`config.mk`:
```
export PLATFORM = sky130hd
export DESIGN_NAME = fifo_rr_wr_arbiter
export DESIGN_NICKNAME = d
export VERILOG_FILES = /design/src/rtl/fifo_rr_wr_arbiter.sv
export SDC_FILE = /design/constraint.sdc
export NUM_CORES = 1
export LEC_CHECK = 0
export CAP_MARGIN = 20
export CORE_MARGIN = 2
export CORE_UTILIZATION = 35
export DETAILED_ROUTE_END_ITERATION = 12
export GPL_ROUTABILITY_DRIVEN = 0
export PLACE_DENSITY_LB_ADDON = 0.25
export SLEW_MARGIN = 30
export SYNTH_ARGS = -nofsm -noshare
export SYNTH_HDL_FRONTEND = slang
export SYNTH_SLANG_ARGS = --single-unit
```
`constraint.sdc`:
```
create_clock -name clk -period 3.9 [get_ports clk]
set_input_delay 0.78 -clock clk [delete_from_list [all_inputs] [get_ports clk]]
set_output_delay 0.78 -clock clk [all_outputs]
set_load 0.01 [all_outputs]
```
`src/rtl/fifo_rr_wr_arbiter.sv`:
```
// Round-robin arbiter sharing one FIFO write port between N_REQ producers,
// with grants capped at MAX_BURST words and no writes while the FIFO is full.
module fifo_rr_wr_arbiter #(
  parameter int N_REQ     = 4,
  parameter int DW        = 8,
  parameter int MAX_BURST = 4
) (
  input  logic                clk,
  input  logic                rst,
  input  logic [N_REQ-1:0]    req,
  input  logic [N_REQ*DW-1:0] req_data,
  output logic [N_REQ-1:0]    ack,
  input  logic                fifo_full,
  output logic                fifo_wr,
  output logic [DW-1:0]       fifo_data,
  output logic [N_REQ-1:0]    grant,
  output logic                busy
);

  localparam int IW = $clog2(N_REQ);
  localparam int BW = $clog2(MAX_BURST + 1);
  localparam logic [N_REQ-1:0] ONE_HOT0 = {{(N_REQ-1){1'b0}}, 1'b1};
  localparam logic [BW-1:0]    LAST_BEAT = BW'(MAX_BURST - 1);

  typedef enum logic [0:0] {
    IDLE  = 1'b0,
    GRANT = 1'b1
  } state_t;

  state_t          state;
  logic [IW-1:0]   last;
  logic [BW-1:0]   burst_cnt;
  logic [DW-1:0]   words [N_REQ];
  logic            write_en;
  logic [IW-1:0]   pick_idx;

  // Search starts just after the previous grantee, so that grantee ranks lowest.
  function automatic logic [IW-1:0] rr_pick(input logic [N_REQ-1:0] r,
                                            input logic [IW-1:0]    l);
    logic [IW-1:0] sel;
    logic [IW-1:0] idx;
    logic          found;
    sel   = l;
    found = 1'b0;
    for (int k = 1; k <= N_REQ; k++) begin
      idx   = IW'((int'(l) + k) % N_REQ);
      sel   = (!found && r[idx]) ? idx : sel;
      found = found | r[idx];
    end
    return sel;
  endfunction

  always_comb begin
    for (int i = 0; i < N_REQ; i++) begin
      words[i] = req_data[i*DW +: DW];
    end
  end

  assign pick_idx = rr_pick(req, last);

  // A write happens whenever the grantee still requests and the FIFO has room.
  always_comb begin
    write_en  = 1'b0;
    ack       = {N_REQ{1'b0}};
    fifo_data = {DW{1'b0}};
    if ((state == GRANT) && req[last] && !fifo_full) begin
      write_en  = 1'b1;
      ack       = ONE_HOT0 << last;
      fifo_data = words[last];
    end else begin
      write_en  = 1'b0;
    end
  end

  assign fifo_wr = write_en;

  // `last` doubles as the index of the current grantee while in GRANT.
  always_ff @(posedge clk) begin
    if (rst) begin
      state     <= IDLE;
      grant     <= {N_REQ{1'b0}};
      burst_cnt <= {BW{1'b0}};
      last      <= IW'(N_REQ - 1);
      busy      <= 1'b0;
    end else begin
      case (state)
        IDLE: begin
          if (|req) begin
            state     <= GRANT;
            grant     <= ONE_HOT0 << pick_idx;
            last      <= pick_idx;
            burst_cnt <= {BW{1'b0}};
            busy      <= 1'b1;
          end else begin
            state     <= IDLE;
            grant     <= {N_REQ{1'b0}};
            busy      <= 1'b0;
          end
        end
        GRANT: begin
          if (write_en && (burst_cnt == LAST_BEAT)) begin
            state     <= IDLE;
            grant     <= {N_REQ{1'b0}};
            burst_cnt <= {BW{1'b0}};
            busy      <= 1'b0;
          end else if (write_en) begin
            burst_cnt <= burst_cnt + BW'(1);
          end else if (!req[last]) begin
            state     <= IDLE;
            grant     <= {N_REQ{1'b0}};
            burst_cnt <= {BW{1'b0}};
            busy      <= 1'b0;
          end else begin
            burst_cnt <= burst_cnt;
          end
        end
        default: begin
          state     <= IDLE;
          grant     <= {N_REQ{1'b0}};
          burst_cnt <= {BW{1'b0}};
          busy      <= 1'b0;
        end
      endcase
    end
  end

endmodule

```
* Yosys cells after proc, flatten, opt, wreduce, memory -nomap -nowiden
Index checks and enable logic that the tools add are counted.
** Storage, ports and cells
- Flip-flop bits (word level) :: 11
** Cells by class
- Muxes and demuxes :: 39
- Add/subtract/negate cells :: 5
- Equal/unequal tests :: 5
- Shifts and indexed selects :: 2
- Bitwise operators :: 4
- Magnitude comparators :: 6
- Reduce and logical (&&, ||, !) cells :: 14
** Operator list (number)
- $mux 8 :: 3
- $mux 4 :: 5
- $bmux 8 s2 :: 1
- $lt 2x3->1 const B :: 5
- $mux 1 :: 13
- $mux 3 :: 4
- $bmux 1 s2 :: 5
- $mux 2 :: 4
- $pmux 4 s2 :: 1
- $shl 1x2->4 const A :: 2
- $logic_and 1x1->1 :: 6
- $ne 3x2->1 const B :: 2
- $pmux 3 s2 :: 1
- $reduce_and 2->1 :: 3
- $add 2x1->2 const B :: 2
- $add 2x2->2 const B :: 2
- $logic_not 1->1 :: 4
- $ne 4x3->1 const B :: 1
- $pmux 1 s2 :: 2
- $reduce_or 4->1 :: 1
- $add 3x1->3 const B :: 1
- $eq 3x2->1 const B :: 1
- $ge 3x3->1 const B :: 1
- $not 2->3 :: 1
- 3 further kinds :: 4

* Longest topological paths before layout
Gate-level depths: netlist (run 1).
- Word-level depth :: 11
- Depth in mapped cells :: 9

* Worst setup path before layout (run 1)
No wires, ideal clock.
- Path type :: register to register
- From :: register last[0]
- To :: register last[0]
- Stages on the path, launching flop included :: 10
- Arrival time :: 2.726 ns
- Required time :: 3.773 ns
- Library setup time :: 0.127 ns
- Setup slack :: 1.047 ns
- Path through :: dfxtp_1 buf_6 buf_1 inv_1 ha_1 mux4_2 nor2b_1 nor2_1 nor3_1 or3b_1
** Between the ends
- Word-level cells in the longest chain between the ends :: 8
- Elaborated cells between the ends (all ways) :: 24
** RTL lines
- from (decl) :: RTL line 31 : logic [IW-1:0] last;
- from (signal assigned) :: RTL line 83 : last <= IW'(N_REQ - 1);
- from (signal assigned) :: RTL line 91 : last <= pick_idx;
- $add 2x1->2 or $add 2x2->2 (tied branches) :: RTL line 46 : idx = IW'((int'(l) + k) % N_REQ);
- $bmux 1 s2 :: RTL line 47, 48
- $mux 1 (not written as such) :: RTL line 47, 48
- $logic_not 1->1 or $or 1x1->1 (tied branches) :: RTL line 47, 48
- $logic_and 1x1->1 (tied with other cells) :: RTL line 47 : sel = (!found && r[idx]) ? idx : sel;
- $mux 2 (tied with other cells) :: RTL line 47
- $mux 2 or $logic_and 1x1->1 (tied branches) :: RTL line 47
- $mux 2 * :: RTL line 47
Mark *: on every way between the ends. The rest lies on a longest branch, timed or not. The select of a mux whose other input is x is not followed.
A chain may end at the register's enable or synchronous reset.

* Worst setup path in the final report (run 1)
- From :: input req[0]
- To :: output ack[2]
** Between the ends
- Word-level cells in the longest chain between the ends :: 5
** RTL lines
- from (decl) :: RTL line 10 : input logic [N_REQ-1:0] req,
- $bmux 1 s2 :: RTL line 66 : if ((state == GRANT) && req[last] && !fifo_full) begin
- $mux 1 (not written as such) :: RTL line 66
- $logic_and 1x1->1 (2 in a row) :: RTL line 66
- $mux 4 :: RTL line 66
- to (decl) :: RTL line 12 : output logic [N_REQ-1:0] ack,
Every way passes these cells. The select of a mux whose other input is x is not followed.

==> results of run 1 <==
synthesized netlist by cell type:
cell type,instances
buf_2,1
o41ai_2,1
a211oi_1,1
o21ai_0,3
clkbuf_1,4
nand2_1,6
o2bb2ai_1,1
o22ai_1,1
nor3_1,1
mux4_2,10
and2_1,12
nor2_1,7
a21oi_1,4
a32oi_1,1
or3b_1,1
nor2b_1,2
o41ai_1,1
nor4_1,1
mux4_1,2
o31ai_2,1
o211ai_1,1
o22a_1,1
inv_1,7
o21a_1,2
mux2i_1,4
a32o_1,2
xnor2_1,1
buf_1,1
or2_2,2
nor2_2,1
or3_1,3
ha_1,6
nand3_1,1
buf_6,1
dfxtp_1,11
metal layers:
metal / GRT usage / wire length (um) / vias to the layer above
met2: 0.303 / 1390 / 46
met4: 0.0133 / 0 / 0
li1: - / - / 513
met1: 0.188 / 1160 / 488
met5: 0 / 0 / -
met3: 0.0484 / 236 / 0
per-stage QoR:
| stage | total power, uW | instances | hold WS (ns) | instance area (um2) | utilization |
|---|---|---|---|---|---|
| after CTS | 766 | 194 | 0.462 | 1670 | 0.599 |
| final | 758 | 194 | 0.456 | 1670 | 0.600 |
| after floorplan | 528 | 105 | 0.432 | 1040 | - |
| after global routing | 812 | 194 | 0.485 | 1670 | 0.600 |
| after detailed placement | 688 | 190 | 0.445 | 1640 | 0.589 |
| after global placement | 678 | 190 | 0.437 | 1640 | 0.589 |
state kept, by name, indices dropped and copies added (netlist names):
name	count
busy	1
grant	4
burst_cnt	3
last	2
state	1
area by class of cell:
cell class,count,area (um2),share of cell area
multi-input combinational,80,756,0.453
timing repair buffer,61,598,0.358
sequential,11,220,0.132
tap,31,38.8,0.0232
inverter,7,30.0,0.0180
clock buffer,4,26.3,0.0157
cell families after synthesis:
family,Yosys count
and+or+nand+nor,37
AOI/OAI and AO/OA,20
muxes,16
buffers and inverters,14
DFF,11
adders and majority gates,6
xor gates and xnor gates,1
worst paths after layout:
kind,startpoint,endpoint,slack (ns),cells past startpoint
worst min-delay path,grant[0],grant[0],0.46,2
worst max-delay path,req[0],ack[2],0.20,7
worst min register to register,grant[0],grant[0],0.46,2
worst max register to register,last[0],grant[2],1.21,7
power by group:
| group | total, uW | leakage, uW | switching, uW | internal [uW] |
|---|---|---|---|---|
| clock | 76.2 | 0.0000150 | 36.7 | 39.6 |
| combinational | 523 | 0.000544 | 240 | 283 |
| sequential | 159 | 0.0000904 | 16.8 | 142 |
| total | 758 | 0.000650 | 294 | 465 |
what timing repair did:
action | in CTS | in global routing
buffers inserted | 0 | 0
gates resized for setup | 0 | 1
setup endpoints to repair | 0 | 4
worst min-delay path: stages, from the launching register on:
cell	delay, ns
dfxtp_1	0.32
nand2_1	0.06
o41ai_2	0.04
==> results.py, run 1 <==
metrics = {
    "drt": {
        "routed_wl_um": 2780,
        "firstDrtPassIters": 4,
        "routedWlPerCell_um": 14.3,
        "detail_route.iter0.violations": 42,
        "detail-route-antenna-nets": 0,
        "drc": 0,
        "viasPerCell": 5.40,
        "vias": 1047,
    },
    "sta": {
        "finalCritPeriodShare": 0.948,
        "fmax_mhz": 270,
        "finalHoldViolations": 0,
        "worstMarginPinSlew_ns": 0.403,
        "setup_violations": 0,
        "finalCriticalPeriod_ns": 3.70,
        "rsz0062_at_grt": "no",
        "setup_ws_ns": 0.201,
        "slew_viol_final": 0,
        "fin_tns_setup_ns": 0,
        "slew_headroom": 0.730,
        "fin_skew_ns": 0.00398,
    },
    "synth": {
        "ys_seq_elements": 11,
        "syn-cell-area_um2": 1040,
        "synthAdderAreaFrac": 0.0724,
        "ys_warn_count": 0,
        "yosysSeqAreaShare": 0.212,
        "synth_mux_area_frac": 0.306,
        "syn_inst": 105,
        "ys_types": 35,
        "synth_area_leaders": "mux4_2, dfxtp_1, and2_1",
        "yosys.area.top_type_share": 0.217,
        "yosysTopAreaCell": "mux4_2",
        "synth-compound-area-share": 0.150,
        "yosys.area_share.simple": 0.192,
        "synth_xor_area_frac": 0.00844,
        "synth_top_family_by_area": "multiplexers",
        "syn_avg_cell_area_um2": 9.88,
        "synth_fp_nets": 150,
    },
    "finish": {
        "fillCellCount": 252,
        "mostFrequentLayoutCells": "clkdlybuf4s50_1, and2_1, dfxtp_1",
        "nets": 209,
        "synthToLayoutAreaGrowth_pct": 60.9,
        "diodes": 0,
        "final_common_cell": "clkdlybuf4s50_1",
        "layout-drive-gt1-share": 0.147,
    },
    "placed_design": {
        "place_hpwl_um": 2270,
        "pre_cts_slack_ns": 0.134,
        "numPortBuffers": 56,
    },
    "clocking": {
        "clk_pin_slew_worst_paths_ns": 0.06,
        "root_buffer": "clkbuf_4",
        "cts_sinks": 11,
        "clk_path_buf_depth": 2,
        "cts_hold_buf": 0,
        "cts_tree": "built",
        "cts_buffers": 3,
        "htreeDepth": 1,
        "clk_latency_ns": 0.27,
    },
    "power_and_ir_drop": {
        "p_leak_uw": 0.000650,
        "powerDensity_nw_per_um2": 454,
        "vdd_drop_max_uv": 318,
    },
    "floorplan": {
        "pin_count": 57,
        "dieArea_um2": 3420,
        "die_h_um": 58.4,
        "rows": 19,
        "start_util": 0.373,
        "design.core.area_um2": 2780,
        "die_x_um": 58.4,
    },
    "critical_path": {
        "path_common_cell": "clkdlybuf4s50_1",
        "cpPeakStageDelay_ns": 0.53,
        "setup.worst_path.start_class": "input port",
        "cp_data_required_time_ns": 3.12,
        "crit_chain": "clkdlybuf4s50_1 > mux4_2 > nand2_1 > or2_2 > clkinvlp_4 > and2_1 > clkdlybuf4s50_1",
        "cp_top_family": "buffers and inverters",
        "critPathSlowestCell": "mux4_2",
        "cp-end-kind": "primary output",
        "crit_buf_inv": 3,
        "critPathKind": "in2out",
        "crit_fanout": 14,
        "cp_data_arrival_time_ns": 2.92,
    },
    "status": {
        "outcome": "finished, final reports clean",
    },
    "global_routing": {
        "grt_pass1_wl_um": 4330,
        "track_usage": 0.162,
        "antenna_found_initial": 0,
        "grt_start_max_net_pins": 22,
        "grt_pass1_vias": 954,
        "grt-ovfl-total": 0,
    },
    "min_path": {
        "min_path_type": "reg2reg",
    },
    "run": {
        "max_cap_viol_count": 0,
    },
}
No activity file was read; power rests on OpenSTA's default activity.
==> run 2: changes to the inputs <==
--- a/config.mk
+++ b/config.mk
@@ -5,11 +5,12 @@
 export SDC_FILE = /design/constraint.sdc
 export NUM_CORES = 1
 export LEC_CHECK = 0
-export CAP_MARGIN = 20
+export ABC_AREA = 1
 export CORE_MARGIN = 2
 export CORE_UTILIZATION = 35
 export DETAILED_ROUTE_END_ITERATION = 12
 export GPL_ROUTABILITY_DRIVEN = 0
+export GPL_TIMING_DRIVEN = 0
 export PLACE_DENSITY_LB_ADDON = 0.25
 export SLEW_MARGIN = 30
 export SYNTH_ARGS = -nofsm -noshare
==> results.py, run 2 <==
metrics = {
    "global_routing": {
        "grt_pass1_wl_um": 5060,
        "track_usage": 0.174,
        "grt_start_max_net_pins": 12,
        "grt_pass1_vias": 1189,
        "antenna_found_initial": 0,
        "grt-ovfl-total": 0,
    },
    "floorplan": {
        "die_h_um": 61.2,
        "die_x_um": 61.2,
        "dieArea_um2": 3740,
        "design.core.area_um2": 3080,
        "rows": 20,
        "start_util": 0.372,
        "pin_count": 57,
    },
    "sta": {
        "fin_skew_ns": 0.00254,
        "finalCritPeriodShare": 0.899,
        "fin_tns_setup_ns": 0,
        "finalCriticalPeriod_ns": 3.51,
        "slew_viol_final": 0,
        "slew_headroom": 0.662,
        "worstMarginPinSlew_ns": 0.507,
        "setup_violations": 0,
        "finalHoldViolations": 0,
        "rsz0062_at_grt": "no",
        "fmax_mhz": 285,
    },
    "synth": {
        "synthAdderAreaFrac": 0.0656,
        "synth_most_common_cell": "nor2_1",
        "ys_warn_count": 0,
        "synthArstFlopShare": 0,
        "syn_inst": 191,
        "synth_edf_count": 0,
        "yosysSeqAreaShare": 0.193,
        "yosys.area.top_type_share": 0.193,
        "yosys.area_share.simple": 0.389,
        "synth_fp_nets": 236,
        "synth_top_family_by_area": "simple AND/OR/NAND/NOR gates",
        "ys_seq_elements": 11,
        "synth-compound-area-share": 0.231,
        "synth_area_leaders": "dfxtp_1, nor2_1, nand2_1",
        "synth_mux_area_frac": 0,
        "ys.flop_type": "dfxtp_1",
        "syn_avg_cell_area_um2": 5.99,
        "ys_top_cells_by_count": "nor2_1, nand2_1, inv_1, o21ai_0, a21oi_1",
        "syn-cell-area_um2": 1140,
        "synth_xor_area_frac": 0,
        "ys_types": 27,
        "yosysTopAreaCell": "dfxtp_1",
    },
    "min_path": {
        "min_to": "busy",
        "min_path_type": "reg2reg",
        "min_path_cells": 1,
        "min_from": "busy",
    },
    "clocking": {
        "clk_latency_ns": 0.27,
        "cts_sinks": 11,
        "cts.repair.resized": 0,
        "clk_pin_slew_worst_paths_ns": 0.06,
        "clk_path_buf_depth": 2,
        "root_buffer": "clkbuf_4",
        "cts_hold_buf": 0,
        "cts_tree": "built",
        "cts_setup_buffers": 0,
        "cts_buffers": 3,
        "htreeDepth": 1,
    },
    "placed_design": {
        "numPortBuffers": 55,
        "placed_area_um2": 1750,
        "place_hpwl_um": 2590,
        "placed_cells": 290,
    },
    "power_and_ir_drop": {
        "clockPowerShare": 0.073,
        "p_comb_frac": 0.761,
        "vdd_drop_max_uv": 307,
        "powerDensity_nw_per_um2": 586,
        "switchingPower_uw": 539,
        "p_seq_frac": 0.165,
        "intPower_uw": 500,
        "p_leak_uw": 0.000759,
        "swShare": 0.519,
    },
    "finish": {
        "layout-drive-gt1-share": 0.112,
        "instances_no_fill": 294,
        "nets": 296,
        "mostFrequentLayoutCells": "clkdlybuf4s50_1, nor2_1, nand2_1",
        "reg_top3": "grant (4), burst_cnt (3), last (2)",
        "regMostFlops": "grant",
        "ff_latch_area_um2": 220,
        "diodes": 0,
        "final_common_cell": "clkdlybuf4s50_1",
        "largest_reg_flops": 4,
        "fillCellCount": 311,
        "design_area_um2": 1780,
        "multiInputGateArea_um2": 785,
        "synthToLayoutAreaGrowth_pct": 55.3,
    },
    "critical_path": {
        "critical_path_depth": 9,
        "crit_fanout": 10,
        "crit_chain": "clkdlybuf4s50_1 > nand2_1 > nand2_2 > nand2_1 > a21oi_4 > nand2_4 > buf_6 > a21oi_1 > clkdlybuf4s50_1",
        "cp-end-kind": "primary output",
        "setup.worst_path.start_class": "input port",
        "cp_data_required_time_ns": 3.12,
        "crit_buf_inv": 3,
        "reg2reg_setup_slack_ns": 1.38,
        "critPathKind": "in2out",
        "worstRegToRegCells": 14,
        "cp_data_arrival_time_ns": 2.73,
        "r2r-start": "last[0]",
        "rr_endpoint": "grant[2]",
        "critPathSlowestCell": "clkdlybuf4s50_1",
        "cpPeakStageDelay_ns": 0.55,
        "cp_top_family": "buffers and inverters",
    },
    "drt": {
        "vias": 1388,
        "detail_route.iter0.violations": 81,
        "viasPerCell": 4.72,
        "firstDrtPassIters": 4,
        "routed_wl_um": 3270,
        "drc": 0,
        "routedWlPerCell_um": 11.1,
        "detail-route-antenna-nets": 0,
    },
    "status": {
        "outcome": "finished, final reports clean",
    },
    "run": {
        "max_cap_viol_count": 0,
    },
}
-- run 2: metrics by stage --
step,total power [uW],setup WS (ns),util,hold slack [ns]
floorplan,738,1.47,-,0.448
global placement,955,0.369,0.568,0.456
detailed placement,968,0.364,0.568,0.459
CTS,1050,0.369,0.577,0.480
global route,1170,0.293,0.577,0.498
finish,1040,0.393,0.577,0.473
-- run 2: per-layer routing --
layer | track usage | share of wire | vias to the layer above
li1 | - | - | 745
met3 | 0.0462 | 0.10 | 2
met1 | 0.224 | 0.46 | 593
met2 | 0.301 | 0.44 | 48
met5 | 0 | 0 | -
met4 | 0.0186 | 0.0024 | 0
-- run 2: worst max path at each step --
stage | start | endpoint | slack [ns]
2_1_floorplan | req[3] | fifo_data[1] | 1.47
3_3_place_gp | req[3] | fifo_data[3] | 0.37
3_5_place_dp | req[3] | fifo_data[3] | 0.36
4_1_cts | req[3] | fifo_data[3] | 0.37
5_1_grt | req[3] | fifo_data[3] | 0.29
6_report | req[3] | fifo_data[3] | 0.39
-- run 2: area by class of cell --
cell class | instances | area share
Buffer | 9 | 0.0310
Clock buffer | 4 | 0.0148
Inverter | 21 | 0.0472
Multi-Input combinational cell | 150 | 0.442
Sequential cell | 11 | 0.124
Tap cell | 44 | 0.0310
Timing Repair Buffer | 55 | 0.310
-- run 2: power by group through the flow --
stage / Combinational, uW / Sequential (uW) / Clock (uW)
global route: 901 / 177 / 87.7
detailed placement: 794 / 174 / 0
floorplan: 557 / 180 / 0
CTS: 797 / 173 / 80.8
global placement: 781 / 174 / 0
finish: 791 / 172 / 76.3
-- run 2: kinds of logic after synthesis --
kind of cell               count (synthesis)
and+or+nand+nor                           99
AOI/OAI and AO/OA                         45
buffers and inverters                     30
DFF                                       11
adders and majority gates                  6
-- run 2: worst register-to-register path, delay by kind of cell, from the launching register on --
family	cells	cell delay [ns]
buf+inv	6	0.99
fa+ha+maj	1	0.36
flops	1	0.33
simple gates	6	0.64
compound gates	1	0.12
